**config.mk**
```make
export PLATFORM = sky130hd
export DESIGN_NAME = prefetch_line_buffer
export DESIGN_NICKNAME = d
export VERILOG_FILES = /design/src/rtl/prefetch_line_buffer.sv
export SDC_FILE = /design/constraint.sdc
export NUM_CORES = 1
export LEC_CHECK = 0
export ABC_AREA = 0
export CAP_MARGIN = 20
export CORE_MARGIN = 2
export CORE_UTILIZATION = 32
export DETAILED_ROUTE_END_ITERATION = 8
export GPL_TIMING_DRIVEN = 0
export HOLD_SLACK_MARGIN = 0.1
export SLEW_MARGIN = 0
export SYNTH_ARGS = -nofsm -noshare
export SYNTH_HDL_FRONTEND = slang
export SYNTH_SLANG_ARGS = --single-unit
```
**constraint.sdc**
```tcl
create_clock -name clk_i -period 13.92 [get_ports clk_i]
set_input_delay 2.784 -clock clk_i [delete_from_list [all_inputs] [get_ports clk_i]]
set_output_delay 2.784 -clock clk_i [all_outputs]
set_load 0.1 [all_outputs]
```
**src/rtl/prefetch_line_buffer.sv**
```systemverilog
// Next-line prefetch responder: accepts line-aligned prefetch requests,
// drops duplicates, fetches lines from the memory arbiter and holds them in
// a small fully associative FIFO buffer that the I-cache miss path probes.
module prefetch_line_buffer #(
  parameter int XLEN        = 32,
  parameter int BLK_SIZE    = 128,
  parameter int NUM_ENTRIES = 4
) (
  input  logic                clk_i,
  input  logic                rst_i,
  input  logic                flush_i,
  input  logic                invalidate_i,
  input  logic                pf_valid_i,
  input  logic [XLEN-1:0]     pf_addr_i,
  output logic                pf_ack_o,
  output logic                busy_o,
  output logic                mem_req_valid_o,
  output logic [XLEN-1:0]     mem_req_addr_o,
  input  logic                mem_req_ready_i,
  input  logic                mem_rsp_valid_i,
  input  logic [BLK_SIZE-1:0] mem_rsp_data_i,
  input  logic                lookup_valid_i,
  input  logic [XLEN-1:0]     lookup_addr_i,
  output logic                lookup_hit_o,
  output logic [BLK_SIZE-1:0] lookup_data_o
);

  localparam int OFFSET_BITS = $clog2(BLK_SIZE / 8);
  localparam int TAG_W       = XLEN - OFFSET_BITS;
  localparam int PTR_W       = $clog2(NUM_ENTRIES);

  localparam logic [1:0] ST_IDLE = 2'd0;
  localparam logic [1:0] ST_REQ  = 2'd1;
  localparam logic [1:0] ST_WAIT = 2'd2;

  logic [1:0]             state_r;
  logic [1:0]             state_n_s;
  logic [XLEN-1:0]        req_addr_r;
  logic                   discard_r;
  logic [PTR_W-1:0]       alloc_ptr_r;
  logic [NUM_ENTRIES-1:0] valid_r;
  logic [TAG_W-1:0]       tag_r  [NUM_ENTRIES];
  logic [BLK_SIZE-1:0]    data_r [NUM_ENTRIES];

  logic [TAG_W-1:0]       pf_tag_s;
  logic [TAG_W-1:0]       lk_tag_s;
  logic                   dup_s;
  logic                   hit_any_s;
  logic [PTR_W-1:0]       hit_idx_s;
  logic                   hit_s;
  logic                   load_req_s;
  logic                   fill_s;
  logic                   unused_s;

  assign pf_tag_s = pf_addr_i[XLEN-1:OFFSET_BITS];
  assign lk_tag_s = lookup_addr_i[XLEN-1:OFFSET_BITS];
  assign unused_s = ^{pf_addr_i[OFFSET_BITS-1:0], lookup_addr_i[OFFSET_BITS-1:0]};

  // Tag match against registered entries; descending scan so the lowest index wins
  always_comb begin
    dup_s     = 1'b0;
    hit_any_s = 1'b0;
    hit_idx_s = '0;
    for (int i = NUM_ENTRIES - 1; i >= 0; i--) begin
      dup_s = dup_s | (valid_r[i] & (tag_r[i] == pf_tag_s));
      if (valid_r[i] && (tag_r[i] == lk_tag_s)) begin
        hit_any_s = 1'b1;
        hit_idx_s = PTR_W'(i);
      end else begin
        hit_idx_s = hit_idx_s;
      end
    end
  end

  assign hit_s         = lookup_valid_i & hit_any_s;
  assign lookup_hit_o  = hit_s;
  assign lookup_data_o = hit_s ? data_r[hit_idx_s] : {BLK_SIZE{1'b0}};
  assign busy_o        = (state_r != ST_IDLE);

  // Next-state decode, request handshake and fill qualification
  always_comb begin
    state_n_s       = state_r;
    pf_ack_o        = 1'b0;
    mem_req_valid_o = 1'b0;
    mem_req_addr_o  = {XLEN{1'b0}};
    load_req_s      = 1'b0;
    fill_s          = 1'b0;
    case (state_r)
      ST_IDLE: begin
        pf_ack_o = pf_valid_i & ~flush_i;
        if (pf_ack_o && !dup_s) begin
          load_req_s = 1'b1;
          state_n_s  = ST_REQ;
        end else begin
          state_n_s  = ST_IDLE;
        end
      end
      ST_REQ: begin
        mem_req_valid_o = 1'b1;
        mem_req_addr_o  = req_addr_r;
        if (flush_i) begin
          state_n_s = ST_IDLE;
        end else if (mem_req_ready_i) begin
          state_n_s = ST_WAIT;
        end else begin
          state_n_s = ST_REQ;
        end
      end
      ST_WAIT: begin
        // The read cannot be cancelled; a flushed or invalidated line is dropped on arrival
        if (mem_rsp_valid_i) begin
          fill_s    = ~discard_r & ~flush_i & ~invalidate_i;
          state_n_s = ST_IDLE;
        end else begin
          state_n_s = ST_WAIT;
        end
      end
      default: begin
        state_n_s = ST_IDLE;
      end
    endcase
  end

  // FSM state, captured request address and discard tracking
  always_ff @(posedge clk_i) begin
    if (rst_i) begin
      state_r    <= ST_IDLE;
      req_addr_r <= {XLEN{1'b0}};
      discard_r  <= 1'b0;
    end else begin
      state_r <= state_n_s;
      if (load_req_s) begin
        req_addr_r <= {pf_tag_s, {OFFSET_BITS{1'b0}}};
      end
      if (state_r == ST_WAIT) begin
        if (mem_rsp_valid_i) begin
          discard_r <= 1'b0;
        end else if (flush_i || invalidate_i) begin
          discard_r <= 1'b1;
        end
      end else begin
        discard_r <= 1'b0;
      end
    end
  end

  // Entry array: invalidate beats everything, a fill beats a same-index hit
  always_ff @(posedge clk_i) begin
    if (rst_i) begin
      valid_r     <= {NUM_ENTRIES{1'b0}};
      alloc_ptr_r <= {PTR_W{1'b0}};
    end else if (invalidate_i) begin
      valid_r <= {NUM_ENTRIES{1'b0}};
    end else begin
      if (hit_s) begin
        valid_r[hit_idx_s] <= 1'b0;
      end
      if (fill_s) begin
        valid_r[alloc_ptr_r] <= 1'b1;
        tag_r[alloc_ptr_r]   <= req_addr_r[XLEN-1:OFFSET_BITS];
        data_r[alloc_ptr_r]  <= mem_rsp_data_i;
        alloc_ptr_r          <= alloc_ptr_r + PTR_W'(1);
      end
    end
  end

endmodule

```
After elaboration in Yosys (flattened, before gate mapping)
Memories as Yosys holds them, arrays and structs flattened.
Index checks and enable logic that the tools add are counted.
- register bits: 37
- bits in writable memories: 624
- input port bits: 200
- output and inout port bits: 164
- logic and storage cells: 87
- memories kept: 2
- add/sub/neg operators: 1
- magnitude comparators: 4
- equality and inequality tests: 10
- multiplexer cells: 33
- bitwise gates (word level): 18
- reductions and logical operators: 14
- memories (name ; words ; bits a word ; read ports ; clocked after memory_dff ; write ports ; line ; text):
    data_r ; 4 ; 128 ; 1 ; 0 ; 1 ; 43 ; logic [BLK_SIZE-1:0] data_r [NUM_ENTRIES];
    tag_r ; 4 ; 28 ; 4 ; 0 ; 1 ; 42 ; logic [TAG_W-1:0] tag_r [NUM_ENTRIES];
- operators by type and width (kind ; count):
    == test 28 bit ; 8
    two-way mux 128 bit ; 1
    two-way mux 32 bit ; 1
    two-way mux 1 bit ; 17
    two-way mux 4 bit ; 4
    two-way mux 2 bit ; 7
    bitwise AND 1 bit ; 8
    logical AND 1 bit ; 7
    < comparator 2 x 3 -> 1 bit, second input constant ; 2
    case mux 2 bit (3 select lines) ; 1
    bitwise AND 4 bit ; 1
    demux 1 bit (select 2 bit) ; 2
    greater-or-equal comparator 2 x 1 -> 1 bit, second input constant ; 2
    NOT 1 bit ; 4
    NOT 4 bit ; 1
    bitwise OR 4 bit ; 1
    bitwise OR 1 bit ; 3
    OR reduction 3 bit ; 1
    adder 2 x 1 -> 2 bit, second input constant ; 1
    == test 2 x 1 -> 1 bit, second input constant ; 1
    == test 2 bit, second input constant ; 1
    zero test 2 bit ; 1
    AND reduction 2 bit ; 1
    nonzero test 2 bit ; 1
    other kinds (3) ; 3

Depth between registers and ports, before layout
An unclocked memory read counts as a cell.
- word-level depth: 18
- depth in mapped cells: 10

Least setup slack after synthesis
No wires, ideal clock.
- path kind: input-to-output
- start: input lookup_addr_i[18]
- end: output lookup_data_o[117]
- data arrival time: 6.001 ns
- required time: 11.136 ns
- path slack: 5.135 ns
- stages on the path: 9
- path through: clkbuf_1 > xnor2_1 > nand4_1 > nor4_2 > nor4b_2 > buf_2 > buf_2 > nand2_1 > a31oi_1
- longest elaborated chain between the ends: 8
- elaborated cells between the ends (all ways): 19
- those cells by class: eq/ne (4); mux (9); bitwise (1); reduce/logical (4); memory (1)
- RTL lines (what ; line ; text):
    start, declared ; 23 ; input logic [XLEN-1:0] lookup_addr_i,
    == test 28 bit ; 66 ; if (valid_r[i] && (tag_r[i] == lk_tag_s)) begin
    logical AND 1 bit ; 66 ;
    two-way mux 2 bit / two-way mux 1 bit (equally long branches) (4 in a row) ; 66 ;
    memory read (4 x 128 bit) / bitwise AND 1 bit (equally long branches) ; n/a ;
    two-way mux 128 bit * ; 77 ; assign lookup_data_o = hit_s ? data_r[hit_idx_s] : {BLK_SIZE{1'b0}};
    end, declared ; 25 ; output logic [BLK_SIZE-1:0] lookup_data_o
Mark *: on every way between the ends. The rest lies on a longest branch, timed or not.

Worst setup path after layout
- start: input lookup_addr_i[11]
- end: output lookup_data_o[16]
Same word-level chain as after synthesis.

==> summary.txt <==
Route
  – Vias per std cell: 4.98
  – Total wire length: 76.9 mm
  – DRC: 0
  – Met1 Wirelength: 31.1 mm
  – Met3 WL post-DR: 5.54 mm
  – Post-route ant nets: 0
  – Met2 Routed Length: 37.7 mm
  – Routed len/inst: 23.6 um
  – Initial DRC Count: 1,125
  – DR top layer: met5
  – Drt pass-1 iters: 5
  – Vias: 16.2k

Clock tree
  – Clk_lat worst skew: 0.63 ns
  – Hold_buf cts: 0
  – CTS tree: done
  – CTS Buf Count: 74
  – CTS clk-pin slew, worst paths: 0.06 ns
  – Clk root buf: clkbuf_16
  – CTS Buffer Depth: 3
  – Sink Count: 661
  – Post_cts resized: 0
  – # H-tree levels: 3
  – Postcts setup bufs: 0

STA
  – Max Clk Rate: 93.1 MHz
  – Worst setup margin: 3.18 ns
  – Hold WS: 0.528 ns
  – Tcrit/Tclk final: 0.771
  – Max_slew headroom: 0.249
  – Final Hold Vio Count: 0
  – Measured slew at the worst slew-check pin: 1.12 ns
  – Fin. max-slew vios: 0
  – Setup Viol. Count Final: 0
  – Unrepaired setup endpoints after global routing: no
  – Crit path time final: 10.74 ns
  – Skew final: 0.0377 ns
  – Setup_tns: 0 ns

Synthesis
  – Yosys top cell area share: 0.719
  – Post-Syn Instances: 1,722
  – Mean Syn Cell Area: 15.1 um^2
  – Leading area contributor after synthesis: edfxtp_1
  – Ys async rst share: 0
  – Post-synth EDFFs: 624
  – Adder and majority gate portion of the synthesized area: 0.00192
  – Synthesized area: 26,100 um^2
  – Simple-gate area share of the yosys netlist: 0.0736
  – Post-synthesis register bit count: 661
  – XOR/XNOR Fraction of Synth Area: 0.0756
  – Ranking of synthesized cells by area: edfxtp_1 72%, xnor2_1 4.5%, nand2_1 3.8%
  – Most used DFF post-synth: edfxtp_1
  – Yosys warnings: 0
  – Largest family of logic cells by synthesized area: XOR/XNOR gates
  – Commonest cells post-synth: 624 x edfxtp_1, 265 x nand2_1, 135 x xnor2_1, 129 x a22oi_1, 128 x a31oi_1
  – Yosys cell types: 35
  – Post-synthesis compound-gate area fraction: 0.0704
  – Sequential element share of the synthesized area: 0.747
  – Most common cell in the netlist: edfxtp_1
  – Multiplexer share of the synthesized area: 0.0111

Global route
  – GRT Total Usage: 0.179
  – Vias in the first global route: 16.5k
  – Largest net degree at the start of global routing: 54
  – Initial antenna violation count: 13
  – GRT overflow: 0
  – Global-route wire length before repair: 109 mm

Cells and area
  – Core Util, Final: 0.415
  – Layout area overhead: 28.2%
  – Fillers: 7,275
  – Nets: 2,339
  – Proportion of layout cells with a drive suffix above 1: 0.0911
  – Multi-input combinational cell area: 6100 um^2
  – Register area: 19,500 um^2
  – Final cell count without fillers: 3,260

Placed design
  – Dpl hpwl: 52.3 mm
  – Pre-CTS setup slack: 3.17 ns
  – Final RePlAce weighted congestion: 0.912
  – I/O Buffers: 320
  – Placed Cells: 3,119

Run
  – Max-Cap Viols: 0

Setup path
  – Crit start category: input port
  – Crit path kind: in2out
  – Crit Path Max Fanout: 10
  – Critical Path End Type: primary output
  – Worst Path Arrival: 7.95 ns
  – Critical Path RT: 11.14 ns

Outcome
  – Status: completed

Hold path
  – Worst min path class: reg2reg

Die
  – Die ar.: 83,800 um^2
  – Std-Cell Rows: 104
  – Core area: 80,500 um^2
  – Starting Density: 0.324
  – Top-level I/O count: 364
  – Die Width: 289 um
  – Die Ht: 289 um

Power and ir drop
  – Leakage: 10.7 nW
  – Pwr dens: 128 nW/um^2
  – Worst VDD drop: 0.0000908 V
[worst paths after layout]
check	to	cells after the start	startpoint	slack (ns)
setup / recovery	lookup_data_o[16]	10	lookup_addr_i[11]	3.18
hold / removal	tag_r[1][8]	0	req_addr_r[12]	0.53
setup reg to reg	valid_r[3]	8	tag_r[3][27]	10.66
hold reg to reg	tag_r[1][8]	0	req_addr_r[12]	0.53
[metal layers]
layer / vias up / GRT usage
met5: - / 0
met4: 18 / 0.0733
met3: 148 / 0.0458
met2: 526 / 0.294
met1: 8201 / 0.225
li1: 7346 / -
[kinds of logic after synthesis]
group / Yosys count
flops: 661
other cells: 1
compound gates: 265
xor+xnor: 225
mux: 29
buf+inv: 118
fa+ha+maj: 4
simple gates: 419
[flip-flops by register name (all words and copies together), names as in the netlist]
signal       cells
alloc_ptr_r      2
req_addr_r      28
state_r          2
valid_r          4
tag_r          112
data_r         512
discard_r        1
[layout make-up]
type / count / area share
Antenna cell: 5 / 0.000374
Buffer: 115 / 0.0154
Clock buffer: 81 / 0.0562
Clock inverter: 55 / 0.0164
Inverter: 3 / 0.000337
Multi-Input combinational cell: 946 / 0.183
Sequential cell: 661 / 0.583
Tap cell: 1060 / 0.0397
Timing Repair Buffer: 334 / 0.106
[placed cells by master, fill, tap and decap left out, types with 2 or more instances in the layout]
cell	synthesis	routed
dfxtp_1	37	37
nor3_1	4	4
buf_16	0	10
clkbuf_1	56	63
nor2_1	33	33
clkinv_8	0	4
nor4_1	29	29
bufinv_16	0	7
xor2_1	90	90
clkinv_1	0	16
mux2i_1	29	29
a22oi_1	129	129
a31oi_1	128	128
a31o_2	4	4
clkinv_2	0	15
clkinvlp_4	0	8
nand2_1	265	265
conb_1	1	4
clkdlybuf4s50_1	0	320
nand3_1	7	7
buf_4	4	4
clkbuf_16	0	74
nand4_1	37	37
and2_1	29	29
diode_2	0	5
edfxtp_1	624	624
buf_2	55	55
buf_12	0	4
o31ai_1	2	2
and3_4	0	4
nor4_4	2	2
xnor2_1	135	135
inv_1	3	3
ha_1	4	4
clkinv_4	0	2
[per-stage QoR]
step	cell area [um^2]	total power (W)
final	33400	0.00427
after global placement	30600	0.00238
after floorplan	26100	0.00229
after CTS	33400	0.00432
after global routing	33400	0.00441
after detailed placement	31000	0.00238
[power by group]
part           internal (W)  switching (W)  leakage (nW)
logic             0.0000699      0.0000882          3.65
clock network       0.00112       0.000813          1.17
registers           0.00218     0.00000777          5.91
[critical path: stages]
cell             delay, ns
clkdlybuf4s50_1       0.57
xor2_1                0.21
nor4_1                0.68
nand4_1               0.22
nor4_2                0.50
nor4b_2               0.46
clkbuf_1              0.51
nand2_1               0.11
a31oi_1               0.62
clkdlybuf4s50_1       1.26
(Power assumes the default switching activity.)
